--- src/rtl/apb_to_regif.sv ---
// APB4 subordinate bridging one transfer at a time onto a PeakRDL-style register-block CPU interface.
// Optional WAIT-state timeout abort is enabled by defining APB_TO_REGIF_TIMEOUT_EN.
module apb_to_regif #(
  parameter int AddrWidth     = 32,
  parameter int DataWidth     = 32,
  parameter int TimeoutCycles = 256
) (
  input  logic                   clk_i,
  input  logic                   rst_i,
  input  logic                   psel_i,
  input  logic                   penable_i,
  input  logic                   pwrite_i,
  input  logic [AddrWidth-1:0]   paddr_i,
  input  logic [DataWidth-1:0]   pwdata_i,
  input  logic [DataWidth/8-1:0] pstrb_i,
  input  logic [2:0]             pprot_i,
  output logic                   pready_o,
  output logic [DataWidth-1:0]   prdata_o,
  output logic                   pslverr_o,
  output logic                   cpuif_req_o,
  output logic                   cpuif_req_is_wr_o,
  output logic [AddrWidth-1:0]   cpuif_addr_o,
  output logic [DataWidth-1:0]   cpuif_wr_data_o,
  output logic [DataWidth-1:0]   cpuif_wr_biten_o,
  input  logic                   cpuif_req_stall_wr_i,
  input  logic                   cpuif_req_stall_rd_i,
  input  logic                   cpuif_rd_ack_i,
  input  logic                   cpuif_rd_err_i,
  input  logic [DataWidth-1:0]   cpuif_rd_data_i,
  input  logic                   cpuif_wr_ack_i,
  input  logic                   cpuif_wr_err_i,
  output logic                   timeout_o
);

  typedef enum logic [1:0] {IDLE, WAIT, RESP} state_e;

  state_e               state_q, state_d;
  logic                 isWr_q, isWr_d;
  logic [DataWidth-1:0] respData_q, respData_d;
  logic                 respErr_q, respErr_d;
  logic                 stall, dirWr, ackHit;
  logic                 unused;

  assign unused = ^pprot_i ^ (TimeoutCycles < 1);

  always_comb begin
    stall             = pwrite_i ? cpuif_req_stall_wr_i : cpuif_req_stall_rd_i;
    cpuif_req_o       = (state_q == IDLE) & psel_i & penable_i & ~stall;
    cpuif_req_is_wr_o = pwrite_i;
    cpuif_addr_o      = paddr_i;
    cpuif_wr_data_o   = pwrite_i ? pwdata_i : '0;
    cpuif_wr_biten_o  = '0;
    for (int i = 0; i < DataWidth / 8; i++) begin
      cpuif_wr_biten_o[8*i +: 8] = {8{pwrite_i & pstrb_i[i]}};
    end
  end

`ifdef APB_TO_REGIF_TIMEOUT_EN
  localparam int CntW = $clog2(TimeoutCycles + 1);
  logic [CntW-1:0] cnt_q, cnt_d;
  logic            toFlag_q, toFlag_d;
`endif

  // In IDLE the live APB direction selects the ack; in WAIT only the latched direction counts.
  always_comb begin
    state_d    = state_q;
    isWr_d     = isWr_q;
    respData_d = respData_q;
    respErr_d  = respErr_q;
`ifdef APB_TO_REGIF_TIMEOUT_EN
    cnt_d      = cnt_q;
    toFlag_d   = 1'b0;
`endif
    dirWr  = (state_q == IDLE) ? pwrite_i : isWr_q;
    ackHit = dirWr ? cpuif_wr_ack_i : cpuif_rd_ack_i;
    unique case (state_q)
      IDLE: begin
        if (cpuif_req_o) begin
          isWr_d = pwrite_i;
          if (ackHit) begin
            respData_d = dirWr ? '0 : cpuif_rd_data_i;
            respErr_d  = dirWr ? cpuif_wr_err_i : cpuif_rd_err_i;
            state_d    = RESP;
          end else begin
            state_d = WAIT;
`ifdef APB_TO_REGIF_TIMEOUT_EN
            cnt_d   = '0;
`endif
          end
        end
      end
      WAIT: begin
        if (ackHit) begin
          respData_d = dirWr ? '0 : cpuif_rd_data_i;
          respErr_d  = dirWr ? cpuif_wr_err_i : cpuif_rd_err_i;
          state_d    = RESP;
        end
`ifdef APB_TO_REGIF_TIMEOUT_EN
        else begin
          cnt_d = cnt_q + 1'b1;
          if (cnt_d == CntW'(TimeoutCycles)) begin
            respData_d = '0;
            respErr_d  = 1'b1;
            toFlag_d   = 1'b1;
            state_d    = RESP;
          end
        end
`endif
      end
      RESP:    state_d = IDLE;
      default: state_d = IDLE;
    endcase
  end

  always_ff @(posedge clk_i) begin
    if (rst_i) begin
      state_q    <= IDLE;
      isWr_q     <= 1'b0;
      respData_q <= '0;
      respErr_q  <= 1'b0;
`ifdef APB_TO_REGIF_TIMEOUT_EN
      cnt_q      <= '0;
      toFlag_q   <= 1'b0;
`endif
    end else begin
      state_q    <= state_d;
      isWr_q     <= isWr_d;
      respData_q <= respData_d;
      respErr_q  <= respErr_d;
`ifdef APB_TO_REGIF_TIMEOUT_EN
      cnt_q      <= cnt_d;
      toFlag_q   <= toFlag_d;
`endif
    end
  end

  // Response is only visible during the single RESP cycle; zero elsewhere.
  assign pready_o  = (state_q == RESP);
  assign prdata_o  = pready_o ? respData_q : '0;
  assign pslverr_o = pready_o & respErr_q;
`ifdef APB_TO_REGIF_TIMEOUT_EN
  assign timeout_o = pready_o & toFlag_q;
`else
  assign timeout_o = 1'b0;
`endif

endmodule
--- config.mk ---
export PLATFORM = sky130hd
export DESIGN_NAME = apb_to_regif
export DESIGN_NICKNAME = d
export VERILOG_FILES = /design/src/rtl/apb_to_regif.sv
export SDC_FILE = /design/constraint.sdc
export NUM_CORES = 1
export LEC_CHECK = 0
export CORE_ASPECT_RATIO = 0.7
export CORE_MARGIN = 3
export CORE_UTILIZATION = 32
export DETAILED_ROUTE_END_ITERATION = 7
export GPL_TIMING_DRIVEN = 0
export PLACE_DENSITY = 0.95
export SLEW_MARGIN = 10
export SYNTH_ARGS = -nofsm -noshare
export SYNTH_HDL_FRONTEND = slang
export SYNTH_SLANG_ARGS = --single-unit
export TNS_END_PERCENT = 5
--- constraint.sdc ---
create_clock -name clk_i -period 2.95 [get_ports clk_i]
set_clock_uncertainty 0.1 [all_clocks]
set_input_delay 0.59 -clock clk_i [delete_from_list [all_inputs] [get_ports clk_i]]
set_output_delay 0.59 -clock clk_i [all_outputs]
set_load 0.03 [all_outputs]
==> metrics.txt <==
antenna diode count 0; Leak Pwr 2.02 nW; simple-gate share of the synthesized area 0.285; R2R cell count 7; DP HPWL 8.21 mm; clk root buf clkbuf_8; R2R Path End respData_q[8]$_SDFFE_PP0P_; chip height approximately 79 um; DR DRC count 0; overflow left after global routing 0; crit path max fanout 10; drt first pass iters 4; Synth area leader dfxtp_1; H-tree levels 2; status complete, no violations; Max VDD drop 242 uV; final total power ~0.0015 W; Antenna Nets Post-Route 0; Worst EP arrival about 2.2 ns; syn avg cell area 7.79 sq um; R2R Path Start state_q[0]$_SDFFE_PP0P_; post-synth net total 428; routed len/inst approximately 16 um; Peak Freq 348 MHz; Yosys top cell area share 0.295; first-pass GRT wire length 15.2 mm; sequential fraction of the synthesis area 0.295; Setup crit start kind input port; fraction of registers with async set/reset 0; pin count of the biggest net entering global routing 11; Synth Instances 314; RSZ-0062 raised after global routing no; measured slew at the worst slew-check pin 0.514 ns; final net count 644; Via density 4.63; Slew Limit Headroom 0.657; Post-synth EDFFs 0; adder-cell share of the synthesized area 0; die area 8750 sq um; FF/Latch Area 721 sq um; Critical Path RT 2.26 ns; most area-consuming cells after synthesis dfxtp_1, buf_4, and2_1, a21oi_1, nand3_1; Most used DFF post-synth dfxtp_1; Initial Util 0.346; Setup Buffers After CTS 0; Worst Hold Class reg2reg; via count just under 3000; CTS Sinks 36; fillers just under 600; I/O Buffers 209; most common cell in the synthesized netlist and2_1; Max Root-Sink Buffers 2; Setup CP Type in2out; Routed Wire Length 9.88 mm; Setup Viol. Count Final 0; Setup WS post-layout 0.0767 ns; final std cells w/o fill 624; mux cell area share after synthesis 0.00460; Core Box Area 7070 sq um; min-delay src respData_q[21]$_SDFFE_PP0P_; Pwr Density 313 nW/um^2; Clk pin slew, worst setup/hold paths 0.07 ns; Synth Area in XOR/XNOR 0; CTS tree yes; area grow syn2layout 90.7%; number of global-route vias before repair 2846; setup slack at placement -0.444 ns; share of cells above drive strength 1 0.234; footprint of the multi-input gates 1110 sq um; IO Pins 247; Synth cell types 26; Die X 111 um; synth warn 0; reported max-cap violation count 0; final hold violation count 0; Post-Syn Area 2450 sq um; endpoint kind of the worst setup timing path output port; insertion delay to the later sink of the worst-skew pair 0.29 ns; worst hold path cell count 2; final worst hold slack 0.376 ns; clock period minus worst slack 2.87 ns; Hold Path End respData_q[21]$_SDFFE_PP0P_; Compound-Gate Fraction of Synth Area 0.159; CTS Hold Bufs 0; GRT Total Usage 0.215; RePlAce Congestion slightly below 0.9; largest family of logic cells by synthesized area simple AND/OR/NAND/NOR gates; # rows 25; #FFs+latches synth 36; Post-synth top cells and2_1, buf_4, dfxtp_1, a21oi_1, nand3_1; Post-Place Cells 617; period utilization 0.974; CTS resizes 72; antenna violations before repair 0; max-slew violations 0; reg-to-reg slack, setup 1.06 ns; Num CTS Buffers 5; 1st-iter DRT viols 103
## per-layer routing
layer | global-route usage | share of wire | wire (um)
met1 | 0.240 | 0.38 | 3780
met5 | 0 | 0 | 0
met2 | 0.404 | 0.53 | 5220
met4 | 0.0492 | 0.019 | 190
met3 | 0.0670 | 0.069 | 680
## registers in the layout, summed over array words and instances (netlist names)
register and count:
respData_q 32, state_q 2, isWr_q 1, respErr_q 1
## stage by stage
| stage | setup TNS, ns | cell area (sq um) | util |
|---|---|---|---|
| 2_1_floorplan | 0 | 2450 | - |
| 3_3_place_gp | -20.70 | 4660 | 0.659 |
| 3_5_place_dp | -22.53 | 4660 | 0.659 |
| 4_1_cts | 0 | 4650 | 0.658 |
| 5_1_grt | 0 | 4660 | 0.660 |
| 6_report | 0 | 4660 | 0.660 |
## cell type report
cell class | count | area share
repair buffers | 209 | 0.425
multi-input cells | 191 | 0.239
flip-flops and latches | 36 | 0.155
plain buffers | 87 | 0.135
well taps | 94 | 0.0252
clock buffers | 7 | 0.0207
## worst max path at each step
stage | end | slack, ns | cells after the start | from
floorplan | cpuif_wr_biten_o[10] | 0.79 | 3 | pwrite_i
global placement | cpuif_wr_biten_o[21] | -0.38 | 5 | pwrite_i
detailed placement | cpuif_wr_biten_o[27] | -0.44 | 5 | pwrite_i
CTS | prdata_o[26] | 0.004 | 4 | state_q[1]$_SDFFE_PP0P_
global route | cpuif_wr_biten_o[30] | 0.01 | 5 | pwrite_i
finish | cpuif_wr_data_o[0] | 0.08 | 4 | pwrite_i
## cell families (layout without fill, tap and decap cells)
| kind of cell | Yosys count | count (layout) |
|---|---|---|
| mux | 1 | 1 |
| simple gates | 117 | 117 |
| other cells | 1 | 1 |
| buf+inv | 87 | 303 |
| compound gates | 72 | 72 |
| flops | 36 | 36 |
## critical path, stage by stage
cell	delay [ns]
clkdlybuf4s50_1	0.54
clkbuf_2	0.22
and2_1	0.15
clkdlybuf4s50_1	0.68
## layout by cell type (no fill, tap or decap)
master,instances
buf_1,2
o21ai_1,28
o31a_4,1
buf_4,88
dlymetal6s2s_1,1
clkbuf_2,7
nor3b_1,1
buf_2,3
a21bo_1,1
and2_1,67
nand3_1,33
nand2b_1,1
and2_2,4
a21oi_1,34
nor2_1,3
clkdlybuf4s50_1,145
nand2_1,1
nor3_2,2
mux2_2,1
dlygate4sd2_1,37
or3_1,1
o21ai_0,7
dfxtp_1,36
a21oi_4,1
nor2b_4,1
nand3b_1,1
or3b_1,1
buf_6,8
conb_1,1
clkbuf_1,5
or3b_4,1
clkbuf_8,7
## where the power goes
part | internal [W] | switching, W | total, W
sequential | 0.000498 | 0.00000588 | 0.000504
combinational | 0.000284 | 0.000294 | 0.000578
clock | 0.000208 | 0.000172 | 0.000380
total | 0.000989 | 0.000472 | 0.00146
Power figures use the tool's default switching activity.
